File: src/rtl/mux_stage_pkg.sv
// Shared types and constants for the mux operand stager.
package mux_stage_pkg;

  typedef logic [1:0] sel_code_t;

  // One queued operand bundle as it sits in the FIFO.
  typedef struct packed {
    logic      sweep;
    sel_code_t sel;
    logic      a;
    logic      b;
    logic      c;
    logic      d;
  } stage_entry_t;

  localparam int SWEEP_BEATS = 4;

  // Select code carried by the final beat of a sweep.
  localparam sel_code_t LAST_SWEEP_SEL = sel_code_t'(SWEEP_BEATS - 1);

  typedef enum logic {
    IDLE,
    ISSUE
  } stage_state_t;

endpackage

File: src/rtl/mux_stage_fifo.sv
// Small synchronous FIFO of stage entries; pointers carry an extra wrap bit
// so that full and empty can be told apart when the indices match.
module mux_stage_fifo
  import mux_stage_pkg::*;
#(
  parameter int DEPTH = 2
) (
  input  logic         clk,
  input  logic         rst,
  input  logic         push,
  input  stage_entry_t wdata,
  input  logic         pop,
  output stage_entry_t rdata,
  output logic         full,
  output logic         empty
);

  localparam int AW = (DEPTH > 1) ? $clog2(DEPTH) : 1;
  localparam logic [AW:0] PTR_ONE = (AW + 1)'(1);

  logic [AW:0]  wr_ptr;
  logic [AW:0]  rd_ptr;
  stage_entry_t mem [DEPTH];

  assign empty = (wr_ptr == rd_ptr);
  assign full  = (wr_ptr[AW] != rd_ptr[AW]) &&
                 (wr_ptr[AW-1:0] == rd_ptr[AW-1:0]);
  assign rdata = mem[rd_ptr[AW-1:0]];

  // Pointer update; a push into a full FIFO or a pop from an empty one is ignored.
  always_ff @(posedge clk) begin
    if (rst) begin
      wr_ptr <= '0;
      rd_ptr <= '0;
    end else begin
      if (push && !full)  wr_ptr <= wr_ptr + PTR_ONE;
      if (pop  && !empty) rd_ptr <= rd_ptr + PTR_ONE;
    end
  end

  // Entry storage write.
  // NOTE: the storage array is deliberately not reset; the pointers alone
  // decide which entries are valid, so clearing the array would add logic for nothing.
  always_ff @(posedge clk) begin
    if (push && !full) mem[wr_ptr[AW-1:0]] <= wdata;
  end

endmodule

File: src/rtl/mux_operand_stager.sv
// Buffers operand bundles and issues them as registered, glitch-free
// select/operand beats to the downstream 4-input mux tree.
module mux_operand_stager
  import mux_stage_pkg::*;
#(
  parameter int DEPTH = 2,
  parameter int CNT_W = 8
) (
  input  logic             clk,
  input  logic             rst,
  input  logic             in_valid,
  output logic             in_ready,
  input  logic             in_sweep,
  input  logic [1:0]       in_sel,
  input  logic             in_a,
  input  logic             in_b,
  input  logic             in_c,
  input  logic             in_d,
  output logic             out_valid,
  input  logic             out_ready,
  output logic             out_s1,
  output logic             out_s2,
  output logic             out_a,
  output logic             out_b,
  output logic             out_c,
  output logic             out_d,
  output logic             out_last,
  output logic [CNT_W-1:0] beat_count
);

  stage_entry_t wdata;
  stage_entry_t head;
  logic         full;
  logic         empty;
  logic         push;
  logic         pop;

  stage_state_t state_q, state_d;
  stage_entry_t cur_q, cur_d;
  sel_code_t    beat_idx_q, beat_idx_d;
  logic         last_q, last_d;
  logic         fire;
  logic         beat_done;

  // Acceptance depends only on occupancy (and reset), never on out_ready.
  assign in_ready = !rst && !full;
  assign push     = in_valid && in_ready;
  assign wdata    = {in_sweep, in_sel, in_a, in_b, in_c, in_d};

  mux_stage_fifo #(
    .DEPTH (DEPTH)
  ) u_fifo (
    .clk   (clk),
    .rst   (rst),
    .push  (push),
    .wdata (wdata),
    .pop   (pop),
    .rdata (head),
    .full  (full),
    .empty (empty)
  );

  assign fire      = (state_q == ISSUE) && out_ready;
  assign beat_done = !cur_q.sweep || (beat_idx_q == LAST_SWEEP_SEL);

  // Next-state logic: advance through a sweep, or load the next bundle
  // (in the same edge as the final handshake, so back-to-back bundles have no bubble).
  // NOTE: every variable gets a default first so no path can infer a latch;
  // combinational blocks use blocking assignments throughout.
  always_comb begin
    state_d    = state_q;
    cur_d      = cur_q;
    beat_idx_d = beat_idx_q;
    last_d     = last_q;
    pop        = 1'b0;

    if (fire && !beat_done) begin
      beat_idx_d = beat_idx_q + 2'd1;
      cur_d.sel  = beat_idx_q + 2'd1;
      last_d     = ((beat_idx_q + 2'd1) == LAST_SWEEP_SEL);
    end else if ((state_q == IDLE) || fire) begin
      if (!empty) begin
        pop        = 1'b1;
        cur_d      = head;
        if (head.sweep) cur_d.sel = '0;
        beat_idx_d = '0;
        last_d     = !head.sweep;
        state_d    = ISSUE;
      end else begin
        last_d  = 1'b0;
        state_d = IDLE;
      end
    end
  end

  // State and output registers.
  // NOTE: sequential state uses non-blocking assignments only.
  always_ff @(posedge clk) begin
    if (rst) begin
      state_q    <= IDLE;
      cur_q      <= '0;
      beat_idx_q <= '0;
      last_q     <= 1'b0;
    end else begin
      state_q    <= state_d;
      cur_q      <= cur_d;
      beat_idx_q <= beat_idx_d;
      last_q     <= last_d;
    end
  end

  // Saturating count of completed output handshakes.
  always_ff @(posedge clk) begin
    if (rst) begin
      beat_count <= '0;
    end else if (fire && (beat_count != '1)) begin
      beat_count <= beat_count + CNT_W'(1);
    end
  end

  assign out_valid = (state_q == ISSUE);
  assign out_last  = last_q;
  assign out_s1    = cur_q.sel[0];
  assign out_s2    = cur_q.sel[1];
  assign out_a     = cur_q.a;
  assign out_b     = cur_q.b;
  assign out_c     = cur_q.c;
  assign out_d     = cur_q.d;

endmodule

File: config.mk
export PLATFORM = sky130hd
export DESIGN_NAME = mux_operand_stager
export DESIGN_NICKNAME = d
export VERILOG_FILES = /design/src/rtl/mux_stage_pkg.sv /design/src/rtl/mux_stage_fifo.sv /design/src/rtl/mux_operand_stager.sv
export SDC_FILE = /design/constraint.sdc
export NUM_CORES = 1
export LEC_CHECK = 0
export ABC_AREA = 1
export BUFFER_PORTS_ARGS = -buffer_cell sky130_fd_sc_hd__clkbuf_2
export CAP_MARGIN = 25
export CORE_AREA = 2 2 71 73
export CTS_BUF_LIST = sky130_fd_sc_hd__clkbuf_2 sky130_fd_sc_hd__clkbuf_4 sky130_fd_sc_hd__clkbuf_8
export DETAILED_ROUTE_END_ITERATION = 6
export DIE_AREA = 0 0 73 75
export MAX_ROUTING_LAYER = met4
export PLACE_DENSITY = 0.65
export SETUP_SLACK_MARGIN = 0.1
export SLEW_MARGIN = 20
export SYNTH_ARGS = -nofsm -noshare
export SYNTH_HDL_FRONTEND = slang
export SYNTH_SLANG_ARGS = --single-unit
File: constraint.sdc
create_clock -name clk -period 1.8 [get_ports clk]
set_input_delay 0.18 -clock clk [delete_from_list [all_inputs] [get_ports clk]]
set_output_delay 0.18 -clock clk [all_outputs]
set_load 0.01 [all_outputs]
==> results.sh <==
export IMPL_clock_path_buffers=2
export IMPL_cp_data_required_time_ns=1.80
export IMPL_drtAntennaViolNets=0
export IMPL_hold_buffers=0
export IMPL_rsz0062_at_grt="false"
export IMPL_yosysMostFrequentCell="nand2_1"
export IMPL_core_rowCount=25
export IMPL_critPathSlowestCell="dfxtp_1"
export IMPL_layout_nets=267
export IMPL_syn_to_final_growth_pct=17.3
export IMPL_final_hold_violation_count=0
export IMPL_die_area_um2=5480
export IMPL_cts_resized=0
export IMPL_critPathMaxStageDelay_ns=0.40
export IMPL_cap_violations=0
export IMPL_cpMostUsedCell="nand2_2"
export IMPL_clock_fmax_ghz=0.693
export IMPL_grt_overflow=0
export IMPL_yosysTopAreaCell="dfxtp_1"
export IMPL_grt_total_usage_pct=13.7
export IMPL_final_cells=308
export IMPL_synthFlopType="dfxtp_1"
export IMPL_numPortBuffers=27
export IMPL_crit_chain="inv_1, nand2_2, nand2_4, nand2_2, nand3_1, nor2_1, buf_4"
export IMPL_dp_hpwl_mm=2.36
export IMPL_dp_cells=300
export IMPL_fin_crit_sh_pct=80.2
export IMPL_worstSkewPairLatency_ns=0.29
export IMPL_ys_seq_area_share_pct=49.8
export IMPL_ys_types=24
export IMPL_synth_seq_cells=38
export IMPL_setup_viol=0
export IMPL_synth_warnings=0
export IMPL_diodes=0
export IMPL_wl_mm=3.24
export IMPL_drt_iter0_markers=122
export IMPL_numCtsBuffers=5
export IMPL_cp_end_kind="flop"
export IMPL_worst_pin_slew_ns=0.413
export IMPL_dieHeight_um=75
export IMPL_fin_crit_ns=1.44
export IMPL_cts_tree="yes"
export IMPL_critPathMaxFanout=7
export IMPL_hold_slack_ns=0.0795
export IMPL_via_count=1407
export IMPL_synth_edf_count=14
export IMPL_yosys_area_top_type_share_pct=26.6
export IMPL_h_tree_depth=2
export IMPL_finClkSkew_ns=0.00692
export IMPL_clkSlewWorstSetupHoldPaths_ns=0.08
export IMPL_synthCells=221
export IMPL_crit_arrival_ns=1.45
export IMPL_clockRootBuffer="clkbuf_8"
export IMPL_max_vdd_ir_drop_mv=0.676
export IMPL_vias_per_cell=4.57
export IMPL_grt_pass1_wl_mm=5.53
export IMPL_power_density_nw_per_um2=1280
export IMPL_antenna_found_initial=0
export IMPL_ys_async_sr_fraction_pct=0
export IMPL_initial_core_util_pct=38.8
export IMPL_crit_type="flop to flop"
export IMPL_grt_max_degree=18
export IMPL_slew_viol_final=0
export IMPL_min_delay_path_class="input pin to flop"
export IMPL_drive_gt1_share_pct=23.6
export IMPL_cts_setup_buffers=0
export IMPL_syn_cell_area_um2=1810
export IMPL_synth_commonest_cells="67 x nand2_1, 24 x dfxtp_1, 23 x inv_1"
export IMPL_core_um2=4660
export IMPL_io_pin_count=28
export IMPL_gp_congestion=0.793
export IMPL_first_global_vias=1233
export IMPL_remaining_drc_errors=0
export IMPL_drt_pre_antenna_iters=4
export IMPL_die_w_um=73
export IMPL_wl_per_cell_um=10.5
export IMPL_power_leakage_uw=0.000907
export IMPL_outcome="finished, final reports clean"
export IMPL_startpoint_type="flop"
export IMPL_syn_num_nets=235
export IMPL_synthTopCellsByArea="dfxtp_1 27%, edfxtp_1 23%, nand2_1 14%"
export IMPL_tns_ns=0
export IMPL_cts_sinks=38
export IMPL_max_slew_margin_pct=72.5
export IMPL_syn_avg_cell_area_um2=8.18
## path summary, 6_finish.rpt
| path | startpoint | endpoint | slack, ns | cells after the start |
|---|---|---|---|---|
| worst min register to register | out_b | out_b | 0.46 | 2 |
| worst max-delay path | u_fifo.wr_ptr[0] | u_fifo.mem[0][4] | 0.36 | 7 |
| worst max register to register | u_fifo.wr_ptr[0] | u_fifo.mem[0][4] | 0.36 | 7 |
| worst min-delay path | in_sweep | u_fifo.mem[0][6] | 0.08 | 1 |
## stage by stage
stage                     area [um^2]  utilization, %  setup WS [ns]  total power (uW)
final                            2120            45.5          0.357              2710
after global routing             2120            45.5          0.213              2920
after CTS                        2120            45.5          0.361              2750
after detailed placement         2010            43.1          0.390              2020
after global placement           2010            43.1          0.409              2010
after floorplan                  1810               -          0.333              1800
## state kept, by name, indices dropped and copies added, names as in the netlist, named ones only
signal         cells
u_fifo.rd_ptr      2
out_valid          1
out_c              1
u_fifo.mem        14
out_s2             1
beat_idx_q         2
out_a              1
cur_q              1
u_fifo.wr_ptr      2
out_d              1
beat_count         8
out_b              1
out_s1             1
out_last           1
## per-layer routing
metal / GRT usage (%) / part of all wire, % / vias to the layer above
met5: - / 0 / -
met1: 16.7 / 46 / 614
met4: 4.32 / 1.3 / 0
met2: 21.6 / 49 / 20
met3: 4.42 / 3.9 / 4
li1: - / - / 769
## logic make-up after synthesis
kind of cell / synth area share [%]
compound gates: 6.99
fa+ha+maj: 2.08
simple gates: 32.9
flops: 49.8
xor+xnor: 1.94
buf+inv: 6.23
## cell usage in the layout, fill, tap and decap left out, drive strengths merged
cell,Yosys,final
a21boi,1,1
a21oi,19,19
buf,3,2
bufinv,0,1
clkbuf,1,32
clkinvlp,0,2
dfxtp,24,24
edfxtp,14,14
ha,3,3
inv,25,25
nand2,80,80
nand3,17,17
nand3b,1,1
nand4,2,2
nor2,22,22
nor3,1,1
o21ai,4,4
xnor2,1,1
xor2,3,3
## layout make-up
class / instances / area (um^2)
Clock buffer: 5 / 68.8
Clock inverter: 3 / 45.0
Fill cell: 475 / 2540
Inverter: 25 / 93.8
Multi-Input combinational cell: 154 / 795
Sequential cell: 38 / 901
Tap cell: 54 / 67.6
Timing Repair Buffer: 29 / 150
## critical path: cells and delay by family, from the launching register on
kind          cells  cell delay [ns]
buf+inv           2             0.27
simple gates      5             0.49
flops             1             0.40
## power breakdown
| part | total (uW) | leakage, uW | switching, uW | internal [uW] |
|---|---|---|---|---|
| sequential | 1120 | 0.000324 | 95.2 | 1030 |
| clock | 722 | 0.0000504 | 310 | 412 |
| combinational | 871 | 0.000532 | 550 | 320 |
Power figures use the tool's default switching activity.
